`src/rtl/minv_result_out.sv`:
```
// Snapshots the modular-inverse result register chosen by minv_flag and streams it out LS word first.
// Define MINV_FINAL_SUB_EN to add a final conditional subtraction of p before streaming.
module minv_result_out #(
    parameter int WIDTH = 256,
    parameter int WORD  = 32
) (
    input  logic             clk,
    input  logic             rst_n,
    input  logic             start,
    input  logic [1:0]       minv_flag,
    input  logic [WIDTH-1:0] regx1,
    input  logic [WIDTH-1:0] regx2,
    input  logic [WIDTH-1:0] regt,
    input  logic [WIDTH-1:0] p,
    output logic             busy,
    output logic             err,
    output logic             out_valid,
    input  logic             out_ready,
    output logic [WORD-1:0]  out_data,
    output logic             out_last
);

    localparam int NBEATS = WIDTH / WORD;
    localparam int CW     = (NBEATS > 1) ? $clog2(NBEATS) : 1;
    localparam logic [CW-1:0] LAST_BEAT = CW'(NBEATS - 1);
    localparam logic [CW-1:0] CNT_ONE   = CW'(1);

`ifdef MINV_FINAL_SUB_EN
    typedef enum logic [1:0] {
        S_IDLE   = 2'd0,
        S_REDUCE = 2'd1,
        S_SEND   = 2'd2
    } state_t;
`else
    typedef enum logic [1:0] {
        S_IDLE = 2'd0,
        S_SEND = 2'd2
    } state_t;
`endif

    state_t           state;
    logic [WIDTH-1:0] buffer;
    logic [CW-1:0]    cnt;
    logic [WIDTH-1:0] sel_reg;

    always_comb begin
        sel_reg = regx1;
        case (minv_flag)
            2'b01:   sel_reg = regx2;
            2'b11:   sel_reg = regt;
            default: sel_reg = regx1;
        endcase
    end

`ifdef MINV_FINAL_SUB_EN
    // Inputs to the inverse are already below p, so one subtraction yields the canonical residue.
    logic [WIDTH-1:0] reduced;
    assign reduced = (buffer >= p) ? (buffer - p) : buffer;
`else
    logic unused_p;
    assign unused_p = ^p;
`endif

    // The buffer drains to zero as it is shifted, so the beat port rests at zero in IDLE.
    assign out_data = buffer[WORD-1:0];

    always_ff @(posedge clk or negedge rst_n) begin
        if (!rst_n) begin
            state     <= S_IDLE;
            buffer    <= '0;
            cnt       <= '0;
            busy      <= 1'b0;
            err       <= 1'b0;
            out_valid <= 1'b0;
            out_last  <= 1'b0;
        end else begin
            err <= 1'b0;
            case (state)
                S_IDLE: begin
                    if (start) begin
                        if (minv_flag == 2'b10) begin
                            err <= 1'b1;
                        end else begin
                            buffer <= sel_reg;
                            cnt    <= '0;
                            busy   <= 1'b1;
`ifdef MINV_FINAL_SUB_EN
                            state  <= S_REDUCE;
`else
                            state     <= S_SEND;
                            out_valid <= 1'b1;
                            out_last  <= 1'b0;
`endif
                        end
                    end
                end
`ifdef MINV_FINAL_SUB_EN
                S_REDUCE: begin
                    buffer    <= reduced;
                    state     <= S_SEND;
                    out_valid <= 1'b1;
                    out_last  <= 1'b0;
                end
`endif
                S_SEND: begin
                    if (out_ready) begin
                        buffer <= buffer >> WORD;
                        cnt    <= cnt + CNT_ONE;
                        if (out_last) begin
                            state     <= S_IDLE;
                            busy      <= 1'b0;
                            out_valid <= 1'b0;
                            out_last  <= 1'b0;
                        end else begin
                            out_last <= ((cnt + CNT_ONE) == LAST_BEAT);
                        end
                    end
                end
                default: begin
                    state <= S_IDLE;
                end
            endcase
        end
    end

endmodule

```
`config.mk`:
```
export PLATFORM = sky130hd
export DESIGN_NAME = minv_result_out
export DESIGN_NICKNAME = d
export VERILOG_FILES = /design/src/rtl/minv_result_out.sv
export SDC_FILE = /design/constraint.sdc
export NUM_CORES = 1
export LEC_CHECK = 0
export CAP_MARGIN = 20
export CORE_AREA = 8 8 407 409
export CTS_BUF_LIST = sky130_fd_sc_hd__clkbuf_4
export DETAILED_ROUTE_END_ITERATION = 12
export DIE_AREA = 0 0 415 417
export GPL_TIMING_DRIVEN = 1
export PLACE_DENSITY_LB_ADDON = 0.08
export SYNTH_ARGS = -nofsm -noshare
export SYNTH_HDL_FRONTEND = slang
export SYNTH_SLANG_ARGS = --single-unit
```
`constraint.sdc`:
```
create_clock -name clk -period 2.05 [get_ports clk]
set_clock_uncertainty 0.15 [all_clocks]
set_input_delay 0.41 -clock clk [delete_from_list [all_inputs] [get_ports clk]]
set_output_delay 0.41 -clock clk [all_outputs]
set_load 0.01 [all_outputs]
```
==> results.txt, run 1 <==
The run finished, with violations left. The checks that failed: negative setup slack. The layout-stage area growth over the synthesis result came out at 77.3%.

Setup violations remaining at the end of the flow were counted as 189. The setup slack after placement came out at -0.117 ns. Pin placement for this block handled 1066 I/O pins.

The proportion of power drawn by flip-flops and latches came out at 30.5%. The max-cap check violation count came out at 0. Entering global routing, the biggest net connects 91 pins.

The fraction of synthesized cell area taken by the top area cell type is 35.8%. The placed standard-cell area is 29400 um^2. Traced cell by cell, the critical path runs through buf_4 > buf_8 > nor2b_4 > buf_12 > a21o_4 > buf_12 > clkbuf_16 > clkbuf_16 > a31oi_1. The required time reported for the critical path endpoint came out at 2.64 ns. Setup repair after global routing could not meet its margin everywhere. The synthesized cell area is 18300 um^2.

The largest individual stage delay along the critical path comes from the cell sky130_fd_sc_hd__dfrtp_4. The number of synthesized register bits came out at 262. For this run, the top clock speed supported by timing is 462 MHz. After the first detailed-routing iteration, the DRC count stood at 911.

The estimated wirelength of the detail-placed design came out at 103000 um. In the post-synthesis netlist, the biggest area contributors are sky130_fd_sc_hd__dfrtp_1 (36%), sky130_fd_sc_hd__mux2i_1 (14%), sky130_fd_sc_hd__a211o_1 (11%). The proportion of register bits with asynchronous set or reset after synthesis is 100%. The clock-pin slew of the registers on the worst-case setup and hold paths came out at 0.07 ns. The number of failing hold endpoints at the final stage is 0. The post-synthesis compound-gate area fraction is 30.2%. Sorting the synthesized cells by how often they occur yields sky130_fd_sc_hd__dfrtp_1 (262), sky130_fd_sc_hd__mux2i_1 (256), sky130_fd_sc_hd__nor2_1 (256), sky130_fd_sc_hd__nand2_1 (226).

The power consumption came out at 30700 uW. During placement, the flow inserted port buffers numbering 809. After synthesis, the share of cell area in mux cells is 14.1%. The startpoint of the worst setup timing path is out_valid. STA classifies the critical path startpoint as a register. The number of distinct library cells after synthesis is 30. The largest stage delay on the critical path is 0.52 ns. The detailed router placed 20300 vias in this run. The vertical extent of the die came out at 417 um.

The total number of yosys warnings came out at 0. Net switching is 42.5% of the power. From left edge to right edge, the die measures 415 um. The share of power burned in the clock network is 17.8%. The portion of the clock cycle consumed by the worst path in the final layout is 106%. The floorplan die area is 173000 um^2.

The most critical setup path has its endpoint at buffer[99]. The count of pins over their slew limit came out at 0. After Yosys synthesis, and, or, nand and nor cells account for 10.2% of the synthesized area. The clock insertion delay at the later pin of the skew report is 0.85 ns. The worst endpoint data arrival time is 2.75 ns. The clock drives 262 sinks. The switching power of the nets came out at 13100 uW. After floorplanning, the core was sized to cover 159000 um^2. The internal power is 17700 uW. The count of flip-flops with a built-in enable after synthesis came out at 0.

At the pin with the least slew margin, the transition time is 0.457 ns. The total clock buffers created by CTS is 87. IR analysis of the VDD net gives a maximum drop of 0.335 mV. The share of synthesized area occupied by flip-flops and latches is 35.8%. The effective utilization at floorplan is 11.5%. The setup slack of the most critical reg-to-reg path came out at -0.11 ns. The synthesized netlist devotes 0.0479% of its cell area to XOR and XNOR gates. The number of nets produced by synthesis came out at 3066. sky130_fd_sc_hd__dfrtp_1 takes more of the synthesized area than any other cell.

The number of rows in the core area came out at 147. The relative slew slack came out at 69.6%. In this run the worst path has a maximum fanout of 10. The CTS root buffer is sky130_fd_sc_hd__clkbuf_4.

Of the total synthesized cell area, the portion taken by full adders, half adders and majority gates is 0.137%. The analysis attributes to cell leakage a power of 0.0131 uW. The critical path is of the reg2reg type. Synthesis handed over a netlist of 2034 instances. In the final routed layout, each cell accounts on average for 24.7 um. TritonCTS built the clock tree. The logic depth of the worst setup path including buffers came out at 9. The post-detailed-route count of antenna-violating nets came out at 0. The sum of overflow across all layers after global routing came out at 0.

The class of the tightest hold or removal check is in2reg. The worst setup path is captured at a register. The count of TritonRoute iterations in the first routing pass came out at 5. Routability-driven placement finished with a final weighted congestion of 0.842. The critical path contains buffers and inverters numbering 6 combined. The overall global routing resource usage came out at 13.8%. The power density of the placed cells came out at 947 nW/um^2. The number of global-route vias before repair is 22200. Per report_power, the combinational group accounts for 51.7% of the total. The fraction of layout cells with a size suffix above 1 is 13.4%. The cell family with the largest share of critical-path delay is buffers and inverters. Once routing completed, OpenROAD measured the worst setup slack at -0.114 ns.

The number of cells traversed by the worst register-to-register path came out at 9. Yosys instantiated no cell more often than sky130_fd_sc_hd__dfrtp_1. The area of all placed cells without fillers came out at 32500 um^2. The average instance in the mapped netlist occupies 9.00 um^2. The total wire length after detailed routing came out at 127000 um.

The endpoint of the worst-slack reg-to-reg timing path is buffer[99]. The minimum clock period after layout came out at 2.16 ns. In this run the critical register-to-register path is launched from out_valid. No sink is reached through more buffers than the 3 on the longest clock path.

The per-cell via count in the routed design is 3.95. The initial antenna violation count came out at 35. The dominant combinational cell family by area after synthesis is compound AO/OA/AOI/OAI gates. The most used flip-flop cell after synthesis is sky130_fd_sc_hd__dfrtp_1. The number of H-tree levels is 3. The first-pass GRT wire length is 173000 um. The number of design rule violations left after detail routing came out at 0. After the last flow step, the layout net total stands at 4014.
power by group through the flow:
stage                     registers [uW]  clock network, uW  logic [uW]
after floorplan                     8620                  0        7670
after global placement              9470                  0       14900
after detailed placement            9520                  0       15000
after CTS                           9450               5860       15600
after global routing                9710               6120       17400
final                               9380               5490       15900
tightest hold or removal path: cells and delay by family:
kind                   cells  cell delay [ns]
AOI/OAI and AO/OA          2             0.21
buffers and inverters      1             0.40
and+or+nand+nor            1             0.09
how the worst min path moves through the flow:
stage	start	end	cells after the start	slack (ns)
2_1_floorplan	rst_n	buffer[0]	0	-0.04
3_3_place_gp	rst_n	buffer[26]	1	0.26
3_5_place_dp	rst_n	buffer[26]	1	0.26
4_1_cts	regx1[138]	buffer[138]	4	0.0006
5_1_grt	regx1[90]	buffer[90]	4	0.07
6_report	regx1[120]	buffer[120]	4	0.15
flip-flops by register name, indices dropped and copies added (netlist names):
| name | cells |
|---|---|
| out_last | 1 |
| buffer | 256 |
| cnt | 3 |
| err | 1 |
| out_valid | 1 |
stage by stage:
stage          std cells  hold slack [ns]  util, %  TNS (ns)
2_1_floorplan       2034          -0.0356        -         0
3_3_place_gp        4821            0.260     18.5    -19.44
3_5_place_dp        4821            0.258     18.5    -18.21
4_1_cts             5101         0.000577     19.9     -3.49
5_1_grt             5137           0.0733     20.4    -23.98
6_report            5143            0.151     20.4     -7.22
timing repair:
action                                 in CTS  in global routing
endpoints found under the hold margin     379                  0
setup buffers                              14                 15
hold buffers                              115                  0
resized for setup                         215                 35
gates cloned                                0                 14
setup endpoints to repair                  36                105
pin swaps                                   0                  7
per-layer routing:
layer	track usage, %	part of all wire, %
met1	16.8	43
met2	24.1	49
met3	3.70	5.9
met4	3.35	1.9
met5	0	0.11
cell usage in the layout, fill, tap and decap left out, types with 2 or more instances in the layout:
cell / count
sky130_fd_sc_hd__a211oi_2: 5
sky130_fd_sc_hd__mux2i_1: 256
sky130_fd_sc_hd__a211oi_1: 219
sky130_fd_sc_hd__clkdlybuf4s50_1: 770
sky130_fd_sc_hd__a31oi_1: 217
sky130_fd_sc_hd__nor2_1: 256
sky130_fd_sc_hd__a22o_1: 32
sky130_fd_sc_hd__buf_16: 10
sky130_fd_sc_hd__clkbuf_16: 13
sky130_fd_sc_hd__mux2_2: 2
sky130_fd_sc_hd__buf_8: 5
sky130_fd_sc_hd__ha_1: 2
sky130_fd_sc_hd__clkbuf_4: 124
sky130_fd_sc_hd__a211o_1: 224
sky130_fd_sc_hd__dlygate4sd3_1: 114
sky130_fd_sc_hd__inv_2: 4
sky130_fd_sc_hd__inv_1: 2
sky130_fd_sc_hd__buf_12: 58
sky130_fd_sc_hd__a31oi_2: 7
sky130_fd_sc_hd__buf_6: 41
sky130_fd_sc_hd__buf_4: 125
sky130_fd_sc_hd__a21oi_1: 32
sky130_fd_sc_hd__nand2_1: 225
sky130_fd_sc_hd__dfrtp_1: 261
sky130_fd_sc_hd__clkinv_1: 16
sky130_fd_sc_hd__clkinv_2: 5
sky130_fd_sc_hd__diode_2: 13
sky130_fd_sc_hd__nor2b_1: 2
cell type report:
class	count	area, um^2
antenna	13	32.5
clock buffer	124	931
clock inverter	27	116
fill	17700	127000
inverter	2	7.51
multi-input combinational	1493	10100
sequential	262	6560
tap	2086	2610
timing repair buffer	1136	12100
logic make-up (layout without fill, tap and decap cells):
group	Yosys count	after routing
compound gates	741	741
simple gates	491	491
buf+inv	279	1289
flops	262	262
mux	258	258
fa+ha+maj	2	2
xor+xnor	1	1
other cells	0	13
No activity file was read; power rests on OpenSTA's default activity.
==> run 2: changes to the inputs <==
PLACE_DENSITY_LB_ADDON = unset   (was 0.08)
==> results.txt, run 2 (same netlist as run 1, synthesis figures left out) <==
The largest net degree at the start of global routing came to 79 (-13%). The clock-pin slew of the registers on the worst-case setup and hold paths came out at 0.07 ns (about the same). The initial antenna violation count is 75 (+110%). The vertical extent of the die came out at 417 um (unchanged). The number of global-route vias before repair is 23700 (+6.5%). The number of filler cells placed in the layout came out at 17300 (-2.3%). The peak supply drop came out at 0.400 mV (+19%).

The sum of routed wire segments on met1 is 53100 um (-2.7%). The cell family with the largest share of critical-path delay is flip-flops. The flow ran to the end, but the final reports show violations. The leakage power figure is 0.0145 uW (+11%).

The final layout net count came out at 4361 (+8.6%). The maximum count of clock buffers along a single path came out at 3 (unchanged). The number of flip-flops in the largest register is 256 (unchanged).

Routed signal wires occupy layers up through met5. The achievable frequency is 434 MHz (-6.0%). TritonCTS built the clock tree. The area of all placed cells without fillers is 36100 um^2 (+11%). The number of design rule violations left after detail routing is 0 (unchanged). The overall global routing resource usage came out at 14.7% (+0.92 points). The minimum clock period after layout came out at 2.30 ns (+0.139 ns). The first-iteration detailed-routing DRC count is 1616 (+77%). The category of the worst setup path launch point is a register. The fraction of power spent switching nets came out at 42.3% (-0.23 points). The count of TritonRoute iterations in the first routing pass is 5 (unchanged). The area of all sequential standard cells is 6560 um^2 (unchanged). The detailed route wirelength on metal2 is 68600 um (+9.5%).

The count of final setup violators is 64 (-66%). The internal power is 18300 uW (+3.9%). The final reports fail on negative setup slack. Counting stages on the worst path, the most repeated cell is sky130_fd_sc_hd__buf_6. The per-cell via count in the routed design came out at 4.09 (+3.5%). The routed wire length per instance is 25.0 um (+0.95%). The critical setup path kind is reg2out. The sum of overflow across all layers after global routing was 0 (unchanged). The die extent in x is 415 um (unchanged). Setup repair after global routing could not meet its margin everywhere. The buffer and inverter count on the worst path was 2 (-4). The logic depth of the worst setup path including buffers is 2 (-7).

The worst hold margin is 0.125 ns (-0.0263 ns). The cell depth of the worst hold path was 4 (unchanged). The share of power burned in the clock network came out at 17.9% (about the same). The total number of vias is 22500 (+11%). The count of pins over their slew limit is 0 (unchanged).

The total wire length after detailed routing is 138000 um (+8.2%). Traced cell by cell, the critical path runs through buf_6 > buf_6. The power density of the placed cells is 880 nW/um^2 (-7.1%). The clock insertion delay at the later pin of the skew report came out at 0.97 ns (+0.12 ns). The library cells used most frequently in the layout, excluding fill and tap cells, are sky130_fd_sc_hd__clkdlybuf4s50_1 (770), sky130_fd_sc_hd__dlygate4sd3_1 (447), sky130_fd_sc_hd__dfrtp_1 (261). The worst endpoint data arrival time is 1.74 ns (-1.01 ns). The effective utilization at floorplan came to 11.5% (unchanged). In this run the worst hold path is classified as in2reg. The floorplan die area is 173000 um^2 (unchanged). The slowest stage of the critical path belongs to the cell sky130_fd_sc_hd__dfrtp_4. From synthesis to final layout, the design area changed by 97.4%.

STA classifies the critical path endpoint as an output port. The max-cap check violation count came to 0 (unchanged). The actual transition at the worst max-transition pin came out at 0.574 ns (+0.117 ns). The number of H-tree levels is 3 (unchanged).

The logic gate share of total power is 51.1% (-0.6 points). The relative slew slack is 61.8% (-7.8 points). The post-detailed-route count of antenna-violating nets came out at 0 (unchanged). The portion of the clock cycle consumed by the worst path in the final layout came out at 112% (+6.8 points). The fraction of layout cells with a size suffix above 1 is 14.3% (+0.88 points). The final weighted congestion in routability-driven placement is 0.963 (+14%). The largest stage delay on the critical path is 0.51 ns (about the same). The number of sinks driven by the clock tree is 262 (unchanged).

The maximum fanout count along the critical path came out at 3 (-7). The boundary pin count is 1066 (unchanged). More flip-flops sit in one register than any other, and that register is buffer. The core box area is 159000 um^2 (unchanged). The area occupied by multi-input gates came to 10500 um^2 (+3.4%). The tree is rooted in a sky130_fd_sc_hd__clkbuf_4. The wire length on met3 is 10200 um (+36%). The number of failing hold endpoints at the final stage came out at 0 (unchanged). The slack of the critical path came to -0.252 ns (-0.139 ns). The most common cell after layout, fill and taps aside is sky130_fd_sc_hd__clkdlybuf4s50_1. The count of buffers inserted at the top-level ports is 809 (unchanged). The number of cells traversed by the worst register-to-register path came out at 7 (-2). The first-pass GRT wire length is 182000 um (+5.3%).

The proportion of power drawn by flip-flops and latches is 31.0% (+0.5 points). The required time reported for the critical path endpoint is 1.49 ns (-1.15 ns). The estimated wirelength of the detail-placed design is 108000 um (+5.6%).

The largest registers in the layout are buffer x256, cnt x3. The total clock buffers created by CTS came out at 83 (-4.6%). The number of rows in the core area is 147 (unchanged). The placed standard-cell area came out at 29200 um^2 (-0.69%). The switching power of the nets is 13500 uW (+2.9%).
[run 2: area by class of cell]
type / count / share of cell area [%]
Antenna cell: 37 / 0.256
Clock buffer: 112 / 2.33
Clock inverter: 31 / 0.627
Inverter: 2 / 0.0208
Multi-Input combinational cell: 1493 / 28.9
Sequential cell: 262 / 18.2
Tap cell: 2086 / 7.22
Timing Repair Buffer: 1487 / 42.5
[run 2: stage by stage]
step	worst slack, ns	power [uW]	setup TNS, ns	std cells	utilization, %
floorplan	0.348	16300	0	2034	-
global placement	-0.414	23700	-88.92	4824	18.3
detailed placement	-0.385	23900	-82.76	4824	18.3
CTS	-0.425	31100	-6.85	5437	21.9
global route	-0.401	33900	-8.95	5493	22.7
finish	-0.252	31800	-1.41	5510	22.7
[run 2: final timing paths]
check,startpoint,to,slack (ns)
setup / recovery,out_valid,busy,-0.25
hold / removal,regt[191],buffer[191],0.12
min in group asynchronous,rst_n,buffer[180],0.57
setup reg to reg,out_valid,buffer[11],-0.03
max in group asynchronous,rst_n,buffer[30],0.82
hold reg to reg,buffer[228],buffer[228],0.35
[run 2: per-layer routing]
metal  global-route usage, %  up-vias
li1                        -    10300
met1                    16.4    11000
met2                    26.1      963
met3                    4.58      254
met4                    5.67       28
met5                       0        -
[run 2: power by group through the flow]
stage                     Combinational, uW  Clock, uW  Sequential [uW]
after global placement                13900          0             9830
final                                 16200       5710             9860
after global routing                  17500       6270            10200
after detailed placement              14000          0             9910
after floorplan                        7670          0             8620
after CTS                             15200       6030             9830
[run 2: worst min-delay path, delay by kind of cell]
family / cells / cell delay (ns)
AO/OA/AOI/OAI: 2 / 0.27
buffers and inverters: 1 / 0.40
multiplexers: 1 / 0.13
[run 2: timing repair]
item                                    CTS  global route
resized for setup                       205           114
pin swaps                                 0             6
cloned                                    0            16
endpoints found under the setup margin   36           172
hold buffers                            450             0
buffers inserted                         20            22
endpoints found under the hold margin   487             0
==> run 3: changes to the inputs <==
CORE_AREA = 2 2 413 415   (was 8 8 407 409)
REMOVE_ABC_BUFFERS = 1   (was unset)
==> results.txt, run 3 (same netlist as run 1, synthesis figures left out) <==
The overall global routing resource usage is 16.0% (+1.3 points). The setup slack after placement came out at -0.252 ns (+0.133 ns). The worst setup path is of the reg2out kind. The fraction of layout cells with a size suffix above 1 came out at 12.0% (-2.3 points).

The total wire length after detailed routing is 148000 um (+7.3%). TritonCTS built the clock tree. The buffer and inverter count on the worst path came out at 2 (unchanged). The worst hold path terminates at buffer[87]. The number of global-route vias before repair came to 22300 (-5.9%). The cell depth of the worst hold path was 4 (unchanged). Among all stages on the critical path, the largest delay is contributed by sky130_fd_sc_hd__dfrtp_4. The effective utilization at floorplan came to 10.9% (-0.63 points). The actual transition at the worst max-transition pin is 0.560 ns (-0.0136 ns). The floorplan die area is 173000 um^2 (unchanged).

In the final layout, the registers with the most flip-flops are buffer x256, cnt x3. The number of design rule violations left after detail routing is 0 (unchanged). More flip-flops sit in one register than any other, and that register is buffer. The relative slew slack is 62.5% (+0.77 points). The number of failing hold endpoints at the final stage is 0 (unchanged).

The post-detailed-route count of antenna-violating nets is 0 (unchanged). The die extent in x came out at 415 um (unchanged). The total number of vias came out at 22800 (+1.1%).

The largest net degree at the start of global routing came to 83 (+5.1%). The initial antenna violation count came out at 164 (+120%). The per-cell via count in the routed design was 4.14 (+1.1%). The core box area is 169000 um^2 (+5.8%). The category of the worst setup path launch point is a register.

The first-iteration detailed-routing DRC count is 2003 (+24%). In the layout the commonest cells are sky130_fd_sc_hd__clkdlybuf4s50_1 (770), sky130_fd_sc_hd__dlygate4sd3_1 (316), sky130_fd_sc_hd__dfrtp_1 (261). The slack of the critical path is -0.201 ns (+0.0516 ns).

The number of rows in the core area is 151 (+2.7%). Walking the worst path, the cells encountered are buf_12 > buf_6. The placed standard-cell area is 29500 um^2 (+0.96%).

The largest stage delay on the critical path came to 0.51 ns (about the same). The clock insertion delay at the later pin of the skew report is 0.97 ns (about the same). The total clock buffers created by CTS is 83 (unchanged). The run finished, with violations left. The area of all placed cells without fillers is 34600 um^2 (-4.3%). The estimated wirelength of the detail-placed design came to 118000 um (+9.2%). The source of the worst register-to-register timing path is out_valid. The worst register-to-register path ends at buffer[53]. The number of flip-flops in the largest register is 256 (unchanged). The count of final setup violators is 20 (-69%). The setup slack of the most critical reg-to-reg path is -0.02 ns (about the same). The count of pins over their slew limit came out at 0 (unchanged). The startpoint of the tightest hold check path is regx1[87]. The portion of the clock cycle consumed by the worst path in the final layout came out at 110% (-2.5 points).

The max-cap check violation count came out at 0 (unchanged). The boundary pin count came out at 1066 (unchanged). The maximum count of clock buffers along a single path is 3 (unchanged).

CTS placed an instance of sky130_fd_sc_hd__clkbuf_4 at the clock tree root. The final weighted congestion in routability-driven placement is 0.896 (-6.9%). The power density of the placed cells came to 860 nW/um^2 (-2.3%). The number of cells traversed by the worst register-to-register path came out at 8 (+1). From synthesis to final layout, the design area changed by 88.9%. The count of buffers inserted at the top-level ports came out at 809 (unchanged). The achievable frequency came to 444 MHz (+2.3%).

The minimum clock period after layout came out at 2.25 ns (-0.0516 ns). The sum of overflow across all layers after global routing came out at 0 (unchanged). Broken down by cell family, the worst path's largest delay share belongs to flip-flops. The peak supply drop came out at 0.465 mV (+16%). The count of TritonRoute iterations in the first routing pass came out at 5 (unchanged). The worst setup path is captured at an output port. The clock-pin slew of the registers on the worst-case setup and hold paths is 0.07 ns (about the same). Setup repair after global routing could not meet its margin everywhere. The core utilization of the finished layout was 20.5% (-2.2 points). The number of H-tree levels came out at 3 (unchanged). The required time reported for the critical path endpoint came out at 1.49 ns (about the same). The class of the tightest hold or removal check is in2reg. The routed wire length per instance came out at 26.8 um (+7.3%). The maximum fanout count along the critical path came out at 3 (unchanged). The worst endpoint data arrival time is 1.69 ns (-0.05 ns). The number of filler cells placed in the layout is 18700 (+8.1%). The most common cell after layout, fill and taps aside is sky130_fd_sc_hd__clkdlybuf4s50_1.

The first-pass GRT wire length is 190000 um (+4.4%). The final layout net count is 4216 (-3.3%). The checks that failed: negative setup slack.

The number of sinks driven by the clock tree came out at 262 (unchanged). The vertical extent of the die came out at 417 um (unchanged). The leakage power figure is 0.0139 uW (-4.6%).
## run 3: cell types whose count changed in the layout (fill, tap and decap cells not counted), sizes merged
cell / before / now
bufinv: 3 / 1
diode: 37 / 49
inv: 3 / 6
dlygate4sd3: 447 / 316
clkbuf: 126 / 124
buf: 256 / 245
clkinv: 26 / 23
## run 3: timing repair
action | 4_1_cts | 5_1_grt
setup buffers | 15 | 21
hold buffers | 317 | 0
gates resized for setup | 214 | 19
endpoints found under the hold margin | 472 | 0
endpoints found under the setup margin | 36 | 165
pin swaps | 1 | 1
cloned | 0 | 15
## run 3: cell type report
type	instances	area [um^2]	area share, %
well taps	2218	2780	8.03
clock buffers	113	848	2.45
flip-flops and latches	262	6560	19.0
diodes	49	123	0.355
inverters	2	7.51	0.0217
repair buffers	1342	14000	40.6
multi-input cells	1493	10100	29.1
clock inverters	29	156	0.452
## run 3: report_power, final
group / switching, uW / internal [uW] / total, uW / leakage [uW]
Combinational: 7760 / 7330 / 15100 / 0.0103
Sequential: 1550 / 7600 / 9150 / 0.00299
Clock: 2810 / 2670 / 5490 / 0.000595
Total: 12100 / 17600 / 29700 / 0.0139
## run 3: tightest hold or removal path, delay by kind of cell
family / cells / cell delay [ns]
AOI/OAI and AO/OA: 2 / 0.22
buffers and inverters: 1 / 0.39
and+or+nand+nor: 1 / 0.08
## run 3: per-stage QoR
| step | power (uW) | TNS, ns | hold slack [ns] | cells |
|---|---|---|---|---|
| floorplan | 12600 | -4498.27 | -0.0356 | 1757 |
| global placement | 22200 | -35.73 | 0.167 | 4950 |
| detailed placement | 22400 | -40.85 | 0.163 | 4950 |
| CTS | 29100 | -6.18 | 0.0000278 | 5424 |
| global route | 31700 | -8.31 | 0.0545 | 5481 |
| finish | 29700 | -0.630 | 0.149 | 5508 |
## run 3: metal layers
layer	global-route usage, %	part of all wire, %	vias to the layer above
met5	0	0.37	-
met4	5.41	3.5	88
met3	6.53	11	367
met2	26.0	46	1251
met1	19.0	39	11100
li1	-	-	10000
## run 3: how the worst max path moves through the flow
stage / startpoint / to / depth (start not counted)
after floorplan: out_valid / out_last / 3
after global placement: out_ready / buffer[242] / 5
after detailed placement: out_ready / buffer[229] / 5
after CTS: out_valid / busy / 2
after global routing: out_valid / out_valid / 2
final: out_valid / out_valid / 2
